==> config.mk <==
export PLATFORM = sky130hd
export DESIGN_NAME = number_display_flat
export DESIGN_NICKNAME = d
export VERILOG_FILES = /design/src/rtl/number_display_if.sv /design/src/rtl/number_display.sv /design/src/flat_wrapper.sv
export SDC_FILE = /design/constraint.sdc
export NUM_CORES = 1
export LEC_CHECK = 0
export CAP_MARGIN = 20
export CORE_MARGIN = 3
export CORE_UTILIZATION = 40
export CTS_CLUSTER_DIAMETER = 150
export DETAILED_ROUTE_END_ITERATION = 16
export SETUP_SLACK_MARGIN = 0.4
export SLEW_MARGIN = 15
export SYNTH_ARGS = -nofsm -noshare
export SYNTH_HDL_FRONTEND = slang
export SYNTH_SLANG_ARGS = --single-unit
==> constraint.sdc <==
create_clock -name clk -period 5.7 [get_ports clk]
set_input_delay 0.57 -clock clk [delete_from_list [all_inputs] [get_ports clk]]
set_output_delay 0.57 -clock clk [all_outputs]
set_load 0.03 [all_outputs]
==> src/rtl/number_display_if.sv <==
// Bundle of the number_display pins: the value to show and the blank control,
// plus the multiplexed 7-segment pins and the conversion status.
//   number : unsigned value to display (master -> slave)
//   blank  : 1 turns every anode off (master -> slave)
//   seg    : segments {g,f,e,d,c,b,a}, active-low (slave -> master)
//   dp     : decimal point, active-low (slave -> master)
//   an     : anode enables, active-low, an[0] = least significant digit (slave -> master)
//   busy   : binary-to-BCD conversion in progress (slave -> master)
interface number_display_if #(
  parameter int WIDTH  = 8,
  parameter int DIGITS = 4
);
  logic [WIDTH-1:0]  number;
  logic              blank;
  logic [6:0]        seg;
  logic              dp;
  logic [DIGITS-1:0] an;
  logic              busy;

  modport master (output number, blank, input seg, dp, an, busy);
  modport slave  (input number, blank, output seg, dp, an, busy);
endinterface

==> src/rtl/number_display.sv <==
// Multiplexed common-anode 7-segment driver for an unsigned binary number.
// A new input value is converted to BCD with shift-add-3 (one bit per cycle),
// latched into digit registers, then scanned digit by digit with leading-zero
// suppression and a dash pattern when the value does not fit in DIGITS digits.
//   clk   : system clock, posedge
//   reset : asynchronous, active-high
//   bus   : number_display_if slave (number, blank in; seg, dp, an, busy out)
//
// state | meaning
// IDLE  | waiting for number to differ from the last converted value
// SHIFT | shift-add-3 steps, bit counter runs down to zero
// LATCH | copy BCD result into the digit registers
module number_display #(
  parameter int WIDTH        = 8,
  parameter int DIGITS       = 4,
  parameter int REFRESH_BITS = 16
) (
  input  logic              clk,
  input  logic              reset,
  number_display_if.slave   bus
);

  // ceil(WIDTH*log10(2)) + 1 nibbles, never fewer than the displayed digits
  function automatic int calc_nibbles(input int w, input int d);
    int n;
    n = (w * 30103 + 99999) / 100000 + 1;
    return (n < d) ? d : n;
  endfunction

  localparam int NIB   = calc_nibbles(WIDTH, DIGITS);
  localparam int BCD_W = NIB * 4;
  localparam int CNT_W = $clog2(WIDTH + 1);
  localparam int IDX_W = (DIGITS > 1) ? $clog2(DIGITS) : 1;

  function automatic logic [6:0] seg_code(input logic [3:0] d);
    case (d)
      4'd0: seg_code = 7'h40;
      4'd1: seg_code = 7'h79;
      4'd2: seg_code = 7'h24;
      4'd3: seg_code = 7'h30;
      4'd4: seg_code = 7'h19;
      4'd5: seg_code = 7'h12;
      4'd6: seg_code = 7'h02;
      4'd7: seg_code = 7'h78;
      4'd8: seg_code = 7'h00;
      4'd9: seg_code = 7'h10;
      default: seg_code = 7'h7F;
    endcase
  endfunction

  typedef enum logic [1:0] {IDLE, SHIFT, LATCH} state_t;

  state_t              state_q, state_d;
  logic [WIDTH-1:0]    bin_q, bin_d;
  logic [WIDTH-1:0]    last_q, last_d;
  logic [BCD_W-1:0]    bcd_q, bcd_d, bcd_adj;
  logic [CNT_W-1:0]    cnt_q, cnt_d;
  logic [DIGITS*4-1:0] dig_q, dig_d;
  logic                ovf_q, ovf_d, bcd_ovf;
  logic                changed;

  logic [REFRESH_BITS-1:0] pre_q;
  logic [IDX_W-1:0]        idx_q;
  logic [6:0]              seg_q, seg_d;
  logic [DIGITS-1:0]       an_q, an_d;
  logic [3:0]              cur_dig;
  logic                    upper_zero;

  assign changed = (bus.number != last_q);

  // State and datapath registers
  always_ff @(posedge clk or posedge reset) begin
    if (reset) begin
      state_q <= IDLE;
      bin_q   <= '0;
      last_q  <= '0;
      bcd_q   <= '0;
      cnt_q   <= '0;
      dig_q   <= '0;
      ovf_q   <= 1'b0;
    end else begin
      state_q <= state_d;
      bin_q   <= bin_d;
      last_q  <= last_d;
      bcd_q   <= bcd_d;
      cnt_q   <= cnt_d;
      dig_q   <= dig_d;
      ovf_q   <= ovf_d;
    end
  end

  // Next state. SHIFT spends one extra cycle at count zero before LATCH.
  always_comb begin
    state_d = state_q;
    case (state_q)
      IDLE:    if (changed) state_d = SHIFT;
      SHIFT:   if (cnt_q == '0) state_d = LATCH;
      LATCH:   state_d = IDLE;
      default: state_d = IDLE;
    endcase
  end

  always_comb begin
    bcd_adj = bcd_q;
    for (int i = 0; i < NIB; i++) begin
      if (bcd_q[i*4 +: 4] >= 4'd5) bcd_adj[i*4 +: 4] = bcd_q[i*4 +: 4] + 4'd3;
    end
  end

  always_comb begin
    bcd_ovf = 1'b0;
    for (int i = DIGITS; i < NIB; i++) begin
      if (bcd_q[i*4 +: 4] != 4'd0) bcd_ovf = 1'b1;
    end
  end

  // Datapath and status outputs
  always_comb begin
    bin_d    = bin_q;
    last_d   = last_q;
    bcd_d    = bcd_q;
    cnt_d    = cnt_q;
    dig_d    = dig_q;
    ovf_d    = ovf_q;
    bus.busy = (state_q != IDLE);
    case (state_q)
      IDLE: begin
        if (changed) begin
          bin_d  = bus.number;
          last_d = bus.number;
          bcd_d  = '0;
          cnt_d  = CNT_W'(WIDTH);
        end
      end
      SHIFT: begin
        if (cnt_q != '0) begin
          {bcd_d, bin_d} = {bcd_adj, bin_q} << 1;
          cnt_d          = cnt_q - 1'b1;
        end
      end
      LATCH: begin
        // A result made stale by an input change is dropped; IDLE restarts
        // with the new value so intermediate values never reach the display.
        if (!changed) begin
          dig_d = bcd_q[DIGITS*4-1:0];
          ovf_d = bcd_ovf;
        end
      end
      default: ;
    endcase
  end

  // Digit currently addressed and whether it and everything above is zero
  always_comb begin
    cur_dig    = dig_q[idx_q*4 +: 4];
    upper_zero = 1'b1;
    for (int k = 0; k < DIGITS; k++) begin
      if (k >= int'(idx_q) && dig_q[k*4 +: 4] != 4'd0) upper_zero = 1'b0;
    end
  end

  always_comb begin
    if (bus.blank) begin
      seg_d = seg_q;
      an_d  = '1;
    end else begin
      an_d = ~(DIGITS'(1) << idx_q);
      if (ovf_q)                          seg_d = 7'h3F;
      else if (idx_q != '0 && upper_zero) seg_d = 7'h7F;
      else                                seg_d = seg_code(cur_dig);
    end
  end

  always_ff @(posedge clk or posedge reset) begin
    if (reset) begin
      pre_q <= '0;
      idx_q <= '0;
      seg_q <= 7'h7F;
      an_q  <= '1;
    end else begin
      pre_q <= pre_q + 1'b1;
      if (pre_q == '1) begin
        idx_q <= (idx_q == IDX_W'(DIGITS - 1)) ? '0 : idx_q + 1'b1;
      end
      seg_q <= seg_d;
      an_q  <= an_d;
    end
  end

  assign bus.seg = seg_q;
  assign bus.an  = an_q;
  assign bus.dp  = 1'b1;

endmodule

==> src/flat_wrapper.sv <==
// flat-port wrapper written by rule: the top's interface ports become plain ports
module number_display_flat 
#(
  parameter int WIDTH        = 8,
  parameter int DIGITS       = 4,
  parameter int REFRESH_BITS = 16
)
  (clk, reset, bus_number, bus_blank, bus_seg, bus_dp, bus_an, bus_busy);
  number_display_if #(.WIDTH(WIDTH), .DIGITS(DIGITS)) bus_i ();
  input  logic clk;
  input  logic reset;
  input wire logic [$bits(bus_i.number)-1:0] bus_number;
  input wire logic [$bits(bus_i.blank)-1:0] bus_blank;
  output wire logic [$bits(bus_i.seg)-1:0] bus_seg;
  output wire logic [$bits(bus_i.dp)-1:0] bus_dp;
  output wire logic [$bits(bus_i.an)-1:0] bus_an;
  output wire logic [$bits(bus_i.busy)-1:0] bus_busy;
  assign bus_i.number = bus_number;
  assign bus_i.blank = bus_blank;
  assign bus_seg = bus_i.seg;
  assign bus_dp = bus_i.dp;
  assign bus_an = bus_i.an;
  assign bus_busy = bus_i.busy;
  number_display #(.WIDTH(WIDTH), .DIGITS(DIGITS), .REFRESH_BITS(REFRESH_BITS)) u_core (.clk(clk), .reset(reset), .bus(bus_i));
endmodule
# == Word level (Yosys, flattened, before mapping) ==
# Memories as Yosys holds them, arrays and structs flattened.
# Cells that the tools add are included.
# classes
addsub,7
order_cmp,7
eq_ne,8
shift,2
mux,23
n_bitwise,2
reduce_logical,18
# ops
op,count
16-bit two-way mux,2
16-bit case mux with 2 select lines,1
4-bit two-way mux,6
4-bit nonzero test,5
"16-bit by 1-bit adder with 16-bit output, second input constant",1
"16-bit equality test, second input constant",1
"4-bit by 3-bit greater-or-equal comparator with 1-bit output, second input constant",4
8-bit two-way mux,2
8-bit case mux with 2 select lines,1
16-bit by 5-bit indexed part select with 4-bit output,1
"4-bit by 2-bit adder with 4-bit output, second input constant",3
8-bit inequality test,1
4-bit case mux with 2 select lines,1
7-bit two-way mux,1
2-bit two-way mux,3
"2-bit by 1-bit inequality test with 1-bit output, second input constant",3
2-bit AND reduction,3
2-bit nonzero test,3
"2-bit equality test, second input constant",2
"1-bit by 2-bit greater-or-equal comparator with 1-bit output, first input constant",2
1-bit logical AND,4
4-bit zero test,1
1-bit two-way mux,4
4-bit inverter,1
other kinds (11),11
# totals
regBits,83
romBits,112
inputBits,11
out_inout_bits,13
wordCells,78
n_memories,1
# memory_table
memory,words,word_bits,rd,rd_clocked_by_memory_dff,wr,line_no,rtl
(name not given),16,7,1,0,0,number_display.sv:36,case (d)

# == Logic depth before layout (Yosys ltp) ==
# Gate-level depths: netlist of the first run.
# depth
depth_word,8
depth_mapped,8

# == Worst setup path after synthesis of the first run ==
# Ideal clock, no wire load.
# synth_timing
kind,in2reg
start,in bus_number[0]
end,reg u_core.dig_q[10]
setup_ns,0.125
t_arrival_ns,1.783
required_ns,5.575
setup_slack_ns,3.792
path_stages,5
path_buffers,1
cell_sequence,xnor2_1 -> nand4_1 -> or4b_1 -> buf_6 -> mux2_4
# synth_via
elab_chain_len,3
# synth_lines
item,line_no,rtl
start: declaration,flat_wrapper.sv:12,input wire logic [$bits(bus_i.number)-1:0] bus_number;
8-bit inequality test,number_display.sv:69,assign changed = (bus.number != last_q);
1-bit inverter (no line),n/a,
2-bit AND reduction (no line),n/a,
end signal: assignment,number_display.sv:87,dig_q <= dig_d;
end: declaration,number_display.sv:58,"logic [DIGITS*4-1:0] dig_q, dig_d;"
# No other way between the ends.
# A chain may end at the register's enable or synchronous reset.

# == Worst setup path in the final report of the first run ==
# layout_timing
start,in bus_number[0]
end,reg u_core.bin_q[4]
# layout_via
elab_chain_len,3
# layout_lines
item,line_no,rtl
8-bit inequality test,number_display.sv:69,
2-bit by 1-bit inequality test with 1-bit output (no line),n/a,
3-bit AND reduction (no line),n/a,
end signal: assignment,number_display.sv:83,bin_q <= bin_d;
end: declaration,number_display.sv:54,"logic [WIDTH-1:0] bin_q, bin_d;"
# No other way between the ends.

==> flow_metrics.tcl, run 1 <==
set metrics [dict create \
    clock-sinks 83 \
    holdBufCountCts 0 \
    hold_viol_final 0 \
    slew_headroom_pct 30.5 \
    slew_viol_final 0 \
    cp_data_arrival_time_ns 2.93 \
    postRouteAntennaNets 0 \
    postCtsSetupBuffers 0 \
    period_minus_slack_ns 2.69 \
    cts-htree-levels 3 \
    post_cts_resized 0 \
    cts-root-buf "clkbuf_8" \
    critPathLaunchType "input pin" \
    fin_skew_ns 0.0120 \
    grt_pass1_wl_um 12700 \
    syn-num-nets 414 \
    fin_nets 433 \
    drt-total-wl_um 7150 \
    fillers 957 \
    cts_buffers 9 \
    rsz0062_at_grt "false" \
    synth.most_common_cell "dfrtp_1" \
    vias 2673 \
    design.core.area_mm2 0.00995 \
    yosysTopAreaCell "dfrtp_1" \
    tritoncts "built" \
    worstMarginPinSlew_ns 1.04 \
    hp-class "reg -> reg" \
    firstDrtPassIters 4 \
    utilization_pct 47.2 \
    ios 24 \
    netlist-cell-type-count 47 \
    synthCells 383 \
    clk_latency_ns 0.35 \
    fin_crit_sh_pct 47.2 \
    synth.ff_latch_count 83 \
    globalplace.congestion 0.726 \
    die_x_um 108 \
    grt_antenna_before_repair 0 \
    yosys_most_used_dff "dfrtp_1" \
    synth_area_leaders "dfrtp_1 43%, dfstp_2 6.9%, ha_1 6.0%, xnor2_1 5.0%, nand2_1 4.9%" \
    grt_max_degree 43 \
    crit_type "in -> reg" \
    stdcell_count 540 \
    drt_iter0_drc 78 \
    fin_area_mm2 0.00470 \
    crit_path_end_kind "register" \
    synth_edf_count 0 \
    grt_pass1_vias 2731 \
    num_antenna_cells 0 \
    finalSetupTns_ns 0 \
    gr-total-overflow 0 \
    dpl.cell_count 524 \
    ctsLongestPathBuffers 2 \
    placed_area_mm2 0.00447 \
    synth_area_per_cell_um2 10.9 \
    syn_area_mm2 0.00419 \
    cp_max_fo 25 \
    grt_use_total_pct 13.6 \
    initial_core_util_pct 42.0 \
    wire_per_inst_um 13.2 \
    synth_top_area_share_pct 43.0 \
    die-area_mm2 0.0117 \
    yosys_warnings 0 \
    leakage_uw 0.00209 \
    ys_top_cells_by_count "72 x dfrtp_1, 55 x nand2_1, 26 x inv_1" \
    area_growth_pct 12.2 \
    viasPerCell 4.95 \
    cts.clk_slew.worst_paths_ns 0.08 \
    dp_hpwl_um 5010 \
    ir_worst_vdd_mv 0.285 \
    synth-seq-area-share_pct 50.0 \
    setup-violations-final 0 \
    drc 0 \
    port_buffers 22 \
    status "complete, no violations" \
    pwr_density_cell_mw_per_mm2 409 \
    fp-row-count 36 \
    drive_gt1_share_pct 15.5 \
    fmax_mhz 371 \
    worstPathRequired_ns 5.94 \
    die_h_um 108 \
    cap_viol_max_count 0 \
    async_reset_ff_share_pct 100 \
]
[kinds of logic after synthesis]
| family | share of synthesized area, % |
|---|---|
| and+or+nand+nor | 13.2 |
| DFF | 50.0 |
| AOI/OAI and AO/OA | 8.22 |
| buffers and inverters | 4.90 |
| muxes | 11.8 |
| xor gates and xnor gates | 5.86 |
| adders and majority gates | 5.98 |
| other | 0.0896 |
[area by class of cell]
cell class / count / area, um2 / share of cell area (%)
Inverter: 26 / 98.8 / 2.10
Timing Repair Buffer: 23 / 228 / 4.85
Clock inverter: 7 / 98.8 / 2.10
Multi-Input combinational cell: 259 / 1890 / 40.2
Tap cell: 133 / 166 / 3.54
Clock buffer: 9 / 124 / 2.64
Sequential cell: 83 / 2090 / 44.5
[worst max-delay path, cell delays in order]
cell	delay [ns]
clkdlybuf4s50_1	0.49
xnor2_1	0.14
nand4_1	0.16
o21bai_2	0.58
nand2_2	0.53
mux2_1	0.46
[per-stage QoR]
step                power, uW  setup WS [ns]  hold slack, ns
floorplan                1340           3.01           0.422
global placement         1460           2.67           0.436
detailed placement       1470           2.60           0.441
global route             2080           2.80           0.466
CTS                      1950           2.97           0.454
finish                   1920           3.01           0.451
[final timing paths]
path                                               start                             to  slack (ns)  cells past startpoint
hold / removal                 u_core.pre_q[0]$_DFF_PP0_      u_core.pre_q[0]$_DFF_PP0_        0.45                      1
hold reg to reg                u_core.pre_q[0]$_DFF_PP0_      u_core.pre_q[0]$_DFF_PP0_        0.45                      1
setup reg to reg           u_core.state_q[0]$_DFFE_PP0P_   u_core.bcd_q[10]$_DFFE_PP0P_        3.25                      4
max in group asynchronous                          reset  u_core.state_q[0]$_DFFE_PP0P_        4.08                      3
min in group asynchronous                          reset      u_core.pre_q[7]$_DFF_PP0_        0.63                      2
setup / recovery                           bus_number[0]    u_core.bin_q[4]$_DFFE_PP0P_        3.01                      6
[power by group]
| part | switching (uW) | internal [uW] | total (uW) |
|---|---|---|---|
| registers | 85.4 | 716 | 801 |
| clock network | 218 | 250 | 468 |
| logic | 351 | 300 | 651 |
| total | 655 | 1270 | 1920 |
[cells in the final DEF, fill, tap and decap left out, types with 6 or more instances in the layout]
| cell type | count |
|---|---|
| a21oi_1 | 9 |
| clkbuf_8 | 9 |
| clkdlybuf4s50_1 | 22 |
| dfrtp_1 | 72 |
| dfstp_2 | 11 |
| ha_1 | 20 |
| inv_1 | 25 |
| mux2_1 | 7 |
| mux2_2 | 18 |
| mux2i_1 | 7 |
| nand2_1 | 55 |
| nand2b_1 | 7 |
| nand3_1 | 8 |
| nor2_1 | 14 |
| nor2b_1 | 6 |
| nor4_1 | 6 |
| o21ai_0 | 14 |
| o21ai_1 | 8 |
| xnor2_1 | 24 |
[per-layer routing]
layer	up-vias	global-route usage [%]	share of wire, %
li1	1339	-	-
met4	0	3.07	1.2
met5	-	0	0
met2	34	23.8	50
met3	9	3.82	3.3
met1	1291	16.8	46
[sequential cells by signal, summed over array words and instances, names as in the netlist]
name	cells
u_core.pre_q	16
u_core.cnt_q	4
u_core.bus.seg	7
u_core.bcd_q	16
u_core.bin_q	8
u_core.idx_q	2
u_core.state_q	2
u_core.last_q	8
u_core.bus.an	4
u_core.dig_q	16
(Power assumes the default switching activity.)
==> run 2: changes to the inputs <==
==> constraint.sdc (replaced) <==
create_clock -name clk -period 2.7 [get_ports clk]
set_input_delay 0.27 -clock clk [delete_from_list [all_inputs] [get_ports clk]]
set_output_delay 0.27 -clock clk [all_outputs]
set_load 0.03 [all_outputs]
==> run 2 against run 1 <==
Compared with the run above: sequential power up 110%; register-to-register slack lost 2.6 ns; hold slack worse by 0.11 ns; worst setup slack got worse by 2.3 ns; clock-buffer cell count did not move; via count is 0.64% higher; die area did not move; sequential cell count unchanged; sequential share of layout area down 0.65 points; critical path type is now reg -> reg.
==> flow_metrics.tcl, run 2 (synthesis results as in run 1) <==
set metrics [dict create \
    dp_hpwl_um 4970 \
    fin_skew_ns 0.00792 \
    fin_nets 438 \
    clkPwrFrac_pct 24.3 \
    setup-violations-final 0 \
    combPwrFrac_pct 34.5 \
    cap_viol_max_count 0 \
    cts_buffers 9 \
    tritoncts "built" \
    cts-htree-levels 3 \
    top_regs "u_core.bcd_q (16), u_core.dig_q (16), u_core.pre_q (16)" \
    die_x_um 108 \
    postCtsSetupBuffers 0 \
    seqCellArea_mm2 0.00209 \
    period_minus_slack_ns 2.04 \
    stdcell_count 545 \
    hold_viol_final 0 \
    pwr_density_cell_mw_per_mm2 861 \
    fin_ws_ns 0.659 \
    hp-class "in -> async" \
    leakage_uw 0.00212 \
    viasPerCell 4.94 \
    dpl.cell_count 529 \
    final_common_cell "dfrtp_1" \
    fin_crit_sh_pct 75.6 \
    placed_area_mm2 0.00454 \
    grt_pass1_vias 2735 \
    die-area_mm2 0.0117 \
    rsz0062_at_grt "false" \
    ios 24 \
    grt_use_total_pct 13.8 \
    vias 2690 \
    globalplace.congestion 0.754 \
    drive_gt1_share_pct 16.5 \
    drt-total-wl_um 7110 \
    critPathLaunchType "register" \
    gr-total-overflow 0 \
    fmax_mhz 490 \
    finalSetupTns_ns 0 \
    path_cells "inv_1 > ha_1 > or3b_1 > nand2_1 > nand2_4 > mux2_1" \
    initial_core_util_pct 42.0 \
    clock-sinks 83 \
    holdBufCountCts 0 \
    cts-root-buf "clkbuf_8" \
    cts.clk_slew.worst_paths_ns 0.09 \
    seq_power_share_pct 41.2 \
    cp_max_fo 25 \
    design.core.area_mm2 0.00995 \
    fillers 917 \
    fp-row-count 36 \
    pre_cts_ws_ns 0.409 \
    ctsLongestPathBuffers 2 \
    mostFrequentLayoutCells "72 x dfrtp_1, 55 x nand2_1, 25 x inv_1, 24 x xnor2_1, 22 x clkdlybuf4s50_1" \
    fin_area_mm2 0.00477 \
    cp_data_arrival_time_ns 2.28 \
    grt_pass1_wl_um 12800 \
    grt_antenna_before_repair 0 \
    drc 0 \
    slew_viol_final 0 \
    cpPeakStageDelay_ns 0.39 \
    slew_headroom_pct 38.3 \
    port_buffers 22 \
    multi_input_area_mm2 0.00189 \
    postRouteAntennaNets 0 \
    firstDrtPassIters 4 \
    drt_iter0_drc 82 \
    area_growth_pct 13.9 \
    wire_per_inst_um 13.1 \
    crit_path_end_kind "register" \
    clk_latency_ns 0.36 \
    grt_max_degree 30 \
    crit_type "reg -> reg" \
    p_int_uw 2690 \
    worstPathRequired_ns 2.94 \
    netSwitchingFraction_pct 34.4 \
    cp_slowest_cell "dfrtp_1" \
    switching_power_uw 1410 \
    ir_worst_vdd_mv 0.599 \
    die_h_um 108 \
    whs_ns 0.339 \
    status "complete, no violations" \
    worstMarginPinSlew_ns 0.925 \
    num_antenna_cells 0 \
]
==> run 2: cell types whose count changed in the layout (fill, tap and decap cells not counted) <==
| cell | change |
|---|---|
| clkinvlp_4 | +1 |
| buf_12 | +2 |
| clkinv_2 | -1 |
| nand2_2 | -1 |
| buf_4 | +3 |
| nand2_4 | +1 |
==> run 2: per-layer routing <==
| layer | vias up | global-route usage (%) | share of wire (%) |
|---|---|---|---|
| met3 | 7 | 4.66 | 4.1 |
| met1 | 1299 | 18.2 | 48 |
| met5 | - | 0 | 0 |
| met4 | 0 | 3.70 | 0.90 |
| met2 | 38 | 21.8 | 47 |
| li1 | 1346 | - | - |
==> run 2: per-stage QoR <==
step           total power, uW  utilization, %
2_1_floorplan             2830               -
3_3_place_gp              3110            45.6
3_5_place_dp              3150            45.6
4_1_cts                   4170            47.8
5_1_grt                   4460            47.9
6_report                  4100            47.9
==> run 2: worst paths after layout <==
check | start | end | slack (ns) | cells after the start
min in group clk | u_core.pre_q[0]$_DFF_PP0_ | u_core.pre_q[0]$_DFF_PP0_ | 0.45 | 1
worst max register to register | u_core.cnt_q[0]$_DFFE_PP0P_ | u_core.bin_q[6]$_DFFE_PP0P_ | 0.66 | 6
max in group asynchronous | reset | u_core.bus.seg[2]$_DFFE_PP1N_ | 1.75 | 3
worst min register to register | u_core.pre_q[0]$_DFF_PP0_ | u_core.pre_q[0]$_DFF_PP0_ | 0.45 | 1
worst min-delay path | reset | u_core.pre_q[5]$_DFF_PP0_ | 0.34 | 2
worst max-delay path | u_core.cnt_q[0]$_DFFE_PP0P_ | u_core.bin_q[6]$_DFFE_PP0P_ | 0.66 | 6
==> run 2: final cells by class <==
cell class,instances,share of cell area [%]
well taps,133,3.49
multi-input cells,259,39.7
repair buffers,28,6.09
inverters,26,2.13
flip-flops and latches,83,43.9
clock buffers,9,2.60
clock inverters,7,2.07
==> run 2: worst max-delay path: cells and delay by family (launching register included) <==
kind,cells,cell delay [ns]
flip-flops,1,0.39
adder cells (fa/ha/maj),1,0.16
multiplexers,1,0.39
AND/OR/NAND/NOR,3,0.90
buffers and inverters,1,0.09
==> run 2: what timing repair did <==
item	4_1_cts	5_1_grt
endpoints found under the setup margin	0	14
endpoints found under the hold margin	0	0
resized for setup	0	1
==> run 2: power groups by stage <==
stage	clock [uW]	combinational, uW	sequential (uW)
after floorplan	0	1140	1680
after global placement	0	1400	1710
after detailed placement	0	1430	1710
after CTS	1040	1440	1690
after global routing	1100	1630	1730
final	997	1420	1690
